<file path="src/rtl/pipelined_control_unit.sv">
// Main decoder, ALU decoder and D->E->M->W control pipeline for a five-stage RISC-V core.
// Optional macro PCU_BRANCH_EXT_EN adds bne/blt/bge/bltu/bgeu resolution in Execute.
module pipelined_control_unit #(
    parameter int ALUCTRL_W = 3,
    parameter int RESSRC_W  = 2
) (
    input  logic                 clk,
    input  logic                 reset,
    input  logic [6:0]           opD,
    input  logic [2:0]           funct3D,
    input  logic                 funct7b5D,
    input  logic                 FlushE,
    input  logic                 ZeroE,
    input  logic                 LtE,
    input  logic                 LtuE,
    output logic [1:0]           ImmSrcD,
    output logic                 IllegalD,
    output logic [ALUCTRL_W-1:0] ALUControlE,
    output logic                 ALUSrcE,
    output logic                 PCSrcE,
    output logic [RESSRC_W-1:0]  ResultSrcE,
    output logic                 RegWriteM,
    output logic                 MemWriteM,
    output logic [RESSRC_W-1:0]  ResultSrcM,
    output logic                 RegWriteW,
    output logic [RESSRC_W-1:0]  ResultSrcW
);

    typedef enum logic [6:0] {
        OP_LOAD   = 7'b0000011,
        OP_STORE  = 7'b0100011,
        OP_RTYPE  = 7'b0110011,
        OP_BRANCH = 7'b1100011,
        OP_IALU   = 7'b0010011,
        OP_JAL    = 7'b1101111
    } opcode_e;

    typedef enum logic [1:0] {
        ALUOP_ADD   = 2'b00,
        ALUOP_SUB   = 2'b01,
        ALUOP_FUNCT = 2'b10
    } aluop_e;

    typedef struct packed {
        logic                 regwrite;
        logic [RESSRC_W-1:0]  resultsrc;
        logic                 memwrite;
        logic                 jump;
        logic                 branch;
        logic [ALUCTRL_W-1:0] aluctrl;
        logic                 alusrc;
    } e_ctrl_t;

    typedef struct packed {
        logic                regwrite;
        logic [RESSRC_W-1:0] resultsrc;
        logic                memwrite;
    } m_ctrl_t;

    typedef struct packed {
        logic                regwrite;
        logic [RESSRC_W-1:0] resultsrc;
    } w_ctrl_t;

    e_ctrl_t e_d, e_q;
    m_ctrl_t m_q;
    w_ctrl_t w_q;
    aluop_e  alu_op;
    logic [1:0] res_src;
    logic [2:0] alu_code;
    logic       taken_e;

    // Main decoder: unlisted opcodes leave every control at zero, so they travel as bubbles.
    always_comb begin
        // NOTE: every output gets a default first so no path can infer a latch.
        ImmSrcD     = 2'b00;
        IllegalD    = 1'b0;
        alu_op      = ALUOP_ADD;
        res_src     = 2'b00;
        e_d         = '0;
        case (opD)
            OP_LOAD:   begin e_d.regwrite = 1'b1; e_d.alusrc = 1'b1; res_src = 2'b01; end
            OP_STORE:  begin ImmSrcD = 2'b01; e_d.alusrc = 1'b1; e_d.memwrite = 1'b1; end
            OP_RTYPE:  begin e_d.regwrite = 1'b1; alu_op = ALUOP_FUNCT; end
            OP_BRANCH: begin ImmSrcD = 2'b10; e_d.branch = 1'b1; alu_op = ALUOP_SUB; end
            OP_IALU:   begin e_d.regwrite = 1'b1; e_d.alusrc = 1'b1; alu_op = ALUOP_FUNCT; end
            OP_JAL:    begin e_d.regwrite = 1'b1; ImmSrcD = 2'b11; res_src = 2'b10; e_d.jump = 1'b1; end
            default:   IllegalD = 1'b1;
        endcase
        e_d.resultsrc = RESSRC_W'(res_src);
    end

    always_comb begin
        alu_code = 3'b000;
        case (alu_op)
            ALUOP_SUB: alu_code = 3'b001;
            ALUOP_FUNCT: begin
                case (funct3D)
                    3'b000:  alu_code = (funct7b5D & opD[5]) ? 3'b001 : 3'b000;
                    3'b010:  alu_code = 3'b101;
                    3'b110:  alu_code = 3'b011;
                    3'b111:  alu_code = 3'b010;
                    default: alu_code = 3'b000;
                endcase
            end
            default: alu_code = 3'b000;
        endcase
    end

    always_ff @(posedge clk) begin
        // NOTE: sequential state uses non-blocking assignments so every stage samples pre-edge values.
        if (reset) begin
            e_q <= '0;
            m_q <= '0;
            w_q <= '0;
        end else begin
            e_q <= FlushE ? '0 : {e_d[$bits(e_ctrl_t)-1:ALUCTRL_W+1], ALUCTRL_W'(alu_code), e_d.alusrc};
            m_q <= '{regwrite: e_q.regwrite, resultsrc: e_q.resultsrc, memwrite: e_q.memwrite};
            w_q <= '{regwrite: m_q.regwrite, resultsrc: m_q.resultsrc};
        end
    end

`ifdef PCU_BRANCH_EXT_EN
    logic [2:0] funct3_e_q;

    always_ff @(posedge clk) begin
        if (reset || FlushE) funct3_e_q <= 3'b000;
        else                 funct3_e_q <= funct3D;
    end

    always_comb begin
        taken_e = 1'b0;
        case (funct3_e_q)
            3'b000:  taken_e = ZeroE;
            3'b001:  taken_e = ~ZeroE;
            3'b100:  taken_e = LtE;
            3'b101:  taken_e = ~LtE;
            3'b110:  taken_e = LtuE;
            3'b111:  taken_e = ~LtuE;
            default: taken_e = 1'b0;
        endcase
    end
`else
    // beq-only build: the magnitude flags are accepted but ignored.
    logic unused_flags;
    assign unused_flags = LtE ^ LtuE;
    assign taken_e      = ZeroE;
`endif

    assign ALUControlE = e_q.aluctrl;
    assign ALUSrcE     = e_q.alusrc;
    assign ResultSrcE  = e_q.resultsrc;
    assign PCSrcE      = (e_q.branch & taken_e) | e_q.jump;
    assign RegWriteM   = m_q.regwrite;
    assign MemWriteM   = m_q.memwrite;
    assign ResultSrcM  = m_q.resultsrc;
    assign RegWriteW   = w_q.regwrite;
    assign ResultSrcW  = w_q.resultsrc;

endmodule

</file>
<file path="config.mk">
export PLATFORM = sky130hd
export DESIGN_NAME = pipelined_control_unit
export DESIGN_NICKNAME = d
export VERILOG_FILES = /design/src/rtl/pipelined_control_unit.sv
export SDC_FILE = /design/constraint.sdc
export NUM_CORES = 1
export LEC_CHECK = 0
export BUFFER_PORTS_ARGS = -buffer_cell sky130_fd_sc_hd__clkbuf_2
export CAP_MARGIN = 10
export CORE_UTILIZATION = 43
export CTS_CLUSTER_SIZE = 12
export DETAILED_ROUTE_END_ITERATION = 12
export GPL_TIMING_DRIVEN = 0
export PLACE_DENSITY = 0.87
export SYNTH_ARGS = -nofsm -noshare
export SYNTH_HDL_FRONTEND = slang
export SYNTH_SLANG_ARGS = --single-unit
</file>
<file path="constraint.sdc">
create_clock -name clk -period 1.9 [get_ports clk]
set_input_delay 0.19 -clock clk [delete_from_list [all_inputs] [get_ports clk]]
set_output_delay 0.19 -clock clk [all_outputs]
set_load 0.05 [all_outputs]
</file>
**Word level (Yosys, flattened, before mapping)**

Index checks and enable logic that the tools add are counted.

- Bits in registers: 17
- Bits of input ports: 17
- Output and inout port bits: 17
- Logic and storage cells: 44

- Bitwise operators: 3
- Reductions and logical operators: 6
- Mux-type cells: 12
- Equality and inequality tests: 11

Operators by type and width:

| cell | count |
|---|---|
| 7-bit by 6-bit == test with 1-bit output (second input constant) | 2 |
| 7-bit == test (second input constant) | 2 |
| 3-bit case mux with 4 select lines | 1 |
| 2-bit case mux with 2 select lines | 2 |
| 7-bit by 2-bit == test with 1-bit output (second input constant) | 1 |
| 7-bit by 5-bit == test with 1-bit output (second input constant) | 1 |
| 1-bit two-way mux | 7 |
| 3-bit == test (second input constant) | 2 |
| 2-bit case mux with 3 select lines | 1 |
| 3-bit case mux with 2 select lines | 1 |
| 6-bit OR reduction | 1 |
| 2-bit OR reduction | 2 |
| 4-bit OR reduction | 1 |
| 3-bit by 2-bit == test with 1-bit output (second input constant) | 1 |
| 3-bit logical NOT | 1 |
| 3-bit OR reduction | 1 |
| 1-bit AND | 2 |
| 2-bit by 1-bit == test with 1-bit output (second input constant) | 1 |
| 2-bit == test (second input constant) | 1 |
| 1-bit OR | 1 |

**Logic depth before layout (Yosys ltp)**

- Depth in word-level cells: 5
- Depth in mapped cells: 7

**Least setup slack after synthesis**

No wires, ideal clock.

- Kind: input port to output port
- From: input port opD[5]
- To: output port IllegalD
- Cell stages on the path: 3
- Path buffers: 0
- Setup slack: 0.227 ns
- Required time: 1.710 ns
- Data arrival time: 1.483 ns
- Cell sequence: or2b_1 -> a21oi_1 -> o21ai_0

- Cells in the longest elaborated chain, start to end: 3

Ends and longest elaborated chain:

| what | RTL line | RTL |
|---|---|---|
| from (decl) | 9 | `input logic [6:0] opD,` |
| 7-bit == test (tied with other cells) | 81 | `case (opD)` |
| 6-bit OR reduction (no line) * | -- |  |
| 1-bit two-way mux * | 81 |  |
| to (decl) | 17 | `output logic IllegalD,` |

Mark *: on every way between the ends. The rest lies on a longest branch, timed or not.

**Final worst setup path**

- From: input port opD[1]
- To: register e_q, in the netlist ALUControlE[0]

- Cells in the longest elaborated chain, start to end: 5

Ends and longest elaborated chain:

| what | RTL line | RTL |
|---|---|---|
| 7-bit by 5-bit == test with 1-bit output / 7-bit by 6-bit == test with 1-bit output (equally long branches) | 81 |  |
| 2-bit OR reduction (no line) | -- |  |
| 2-bit case mux with 2 select lines * | 81 |  |
| 2-bit == test / 2-bit by 1-bit == test with 1-bit output (equally long branches) | 95 | `case (alu_op)` |
| 3-bit case mux with 2 select lines * | 95 |  |
| to (signal assigned) | 117 | `e_q <= FlushE ? '0 : {e_d[$bits(e_ctrl_t)-1:ALUCTRL_W+1], ALUCTRL_W'(alu_code), e_d.alusrc};` |
| to (decl) | 65 | `e_ctrl_t e_d, e_q;` |

Marked as above.
A chain may end at the register's enable or synchronous reset.

==> results.md <==
- Outcome: complete, no violations
- Register share of total power: 0.557
- Die X: 41.6 um
- DR vias: 586
- Avg Cell Area, Syn: 9.65 um^2
- Die area: 1730 um^2
- Clk buf depth: 2
- Routability congestion estimate from global placement: 0.807
- CTS root buf: clkbuf_4
- H-tree Lvls: 1
- Fin crit period: 1.53 ns
- Total track usage: 0.142
- Initial DRT Pass Iterations: 4
- Sequential area share after synthesis: 0.474
- Fin Clk Skew: 0.000543 ns
- Diode count: 0
- CP startpoint: opD[1]
- MaxCap Viol Count: 0
- Largest net degree at the start of global routing: 11
- Fmax: 654 MHz
- Drc violations: 0
- Final count of negative-setup-slack endpoints: 0
- Via density per instance: between 4 and 5
- Pre-CTS WS: 0.0895 ns
- Fin worst setup slack: 0.372 ns
- Vias in the first global route: about 490
- Critical Path RT: 2.10 ns
- CP max FO: 6
- First-pass GRT wire length: 1950 um
- Slew headroom: 0.799
- Setup Buffers After CTS: 0
- Crit Reg-Reg Startpoint: ResultSrcE[1]$_SDFF_PP0_
- Std-Cell Rows: 13
- Synthesis-stage register bit count: 16
- P_sw: 0.000129 W
- Initial Util: 0.489
- Pleak: 0.447 nW
- Most frequent cells in the layout: 32 x clkbuf_2, 16 x dfxtp_1, 6 x and2b_1
- Worst-Skew Late Latency: 0.27 ns
- Type of the worst setup path: input pin to flip-flop
- Clock group share of total power: 0.350
- Cell Area, Synth: 676 um^2
- Internal power: 0.000475 W
- Number of port buffers: 31
- Setup TNS Final: 0 ns
- Hold_sp: funct3D[0]
- WL/cell: 10.3 um
- Top Ports: 34
- CTS Hold Buffers Added: 0
- Async set-reset flop share out of synthesis: 0
- Final Max Tran Viols: 0
- Worst path arrival time: 1.73 ns
- TritonCTS clock tree: built
- Tcrit/Tclk final: 0.804
- Post-Synthesis Cells: 70
- Hold Fails Final Rpt: 0
- Distinct cells, synth: 28
- Final Util: 0.641
- Sw frac: 0.213
- Number of buffers created by CTS: 3
- Nets: 125
- Most common cell after layout, fill and taps aside: clkbuf_2
- Slew @ Worst Pin: approximately 0.3 ns
- Final WL: 1240 um
- EDFF count, synth: 0
- Congestion Overflow GR: 0
- Ys Warns: 0
- DIE HEIGHT: roughly 42 um
- Worst hold-check path type: input pin to flip-flop
- Layout cells sized above 1: 0.438
- RSZ-0062 raised after global routing: false
- Pwr per Cell Area: 681 nW/um^2
- Detailed placement HPWL: 1020 um
- Post_cts resized: 0
- Net Count, Synth: 89
- Comb pwr share: 0.094
- CP Capture Type: flip-flop
- Area Overhead vs Synth: 31.1%
- Final ANT Viol Nets: 0
- CP Launch Type: input pin
- Initial antenna violation count: 0
- Core area: approximately 1400 um^2
- Clock sinks: 16
- Top FF cell, synth: dfxtp_1
- 1st-iter DRT viols: 11
- Clock Pin Slew Worst Setup and Hold Paths: 0.08 ns
- Maximum vdd drop: 0.000361 V
## worst max-delay path: stages
cell and delay (ns):
clkbuf_2 0.07, and2_1 0.22, nand3_2 0.16, or2_1 0.24
ha_1 0.29, nor3_1 0.30, nand3b_1 0.11, o21ai_0 0.15
## cell type report
cell class                      instances  area (um^2)
Tap cell                               15         18.8
Clock buffer                            4         36.3
Timing Repair Buffer                   31          155
Inverter                                3         11.3
Sequential cell                        16          320
Fill cell                             125          497
Buffer                                  6         42.5
Multi-Input combinational cell         45          302
## layer usage
layer,up-vias,track usage,routed length [um]
li1,302,-,-
met1,255,0.173,524
met2,27,0.244,615
met3,2,0.0130,76
met4,0,0.0774,21
met5,-,0,0
## Yosys cell counts (2+ instances only)
| cell | count | area [um^2] |
|---|---|---|
| ha_1 | 2 | 25.0 |
| nor2_1 | 3 | 11.3 |
| nand2_1 | 5 | 18.8 |
| a21oi_1 | 5 | 25.0 |
| o21ai_0 | 2 | 10.0 |
| inv_1 | 3 | 11.3 |
| nor3_1 | 3 | 15.0 |
| nand3_1 | 3 | 15.0 |
| buf_4 | 5 | 37.5 |
| and2b_1 | 6 | 45.0 |
| dfxtp_1 | 16 | 320 |
## state kept, by name, summed over array words and instances, names as in the netlist
name and count:
RegWriteW 1, ALUControlE 3, RegWriteM 1, ResultSrcM 2, MemWriteM 1, ALUSrcE 1
ResultSrcW 2, ResultSrcE 2, e_q 3
## power by group through the flow
| stage | sequential [W] | clock (W) | combinational, W |
|---|---|---|---|
| floorplan | 0.000345 | 0 | 0.0000263 |
| global placement | 0.000344 | 0 | 0.0000540 |
| detailed placement | 0.000344 | 0 | 0.0000563 |
| CTS | 0.000336 | 0.000220 | 0.0000567 |
| global route | 0.000336 | 0.000232 | 0.0000610 |
| finish | 0.000336 | 0.000211 | 0.0000564 |
## kinds of logic after synthesis
family	count (synthesis)	synth area share
fa+ha+maj	2	0.0370
flops	16	0.474
compound gates	9	0.0722
buf+inv	9	0.0796
simple gates	34	0.337
## path summary, 6_finish.rpt
kind                                     to  slack, ns  depth (start not counted)
setup / recovery  ALUControlE[0]$_SDFF_PP0_       0.37                          8
hold / removal    ALUControlE[2]$_SDFF_PP0_       0.11                          2
setup reg to reg   ResultSrcM[1]$_SDFF_PP0_       1.33                          1
hold reg to reg        MemWriteM$_SDFF_PP0_       0.44                          1
## per-stage QoR
stage          area (um^2)  power, W  hold slack (ns)  std cells
2_1_floorplan          676  0.000371            0.261         70
3_3_place_gp           850  0.000398            0.367        116
3_5_place_dp           850  0.000400            0.385        116
4_1_cts                886  0.000612           0.0899        120
5_1_grt                886  0.000629           0.0970        120
6_report               886  0.000603            0.109        120
(Power assumes the default switching activity.)
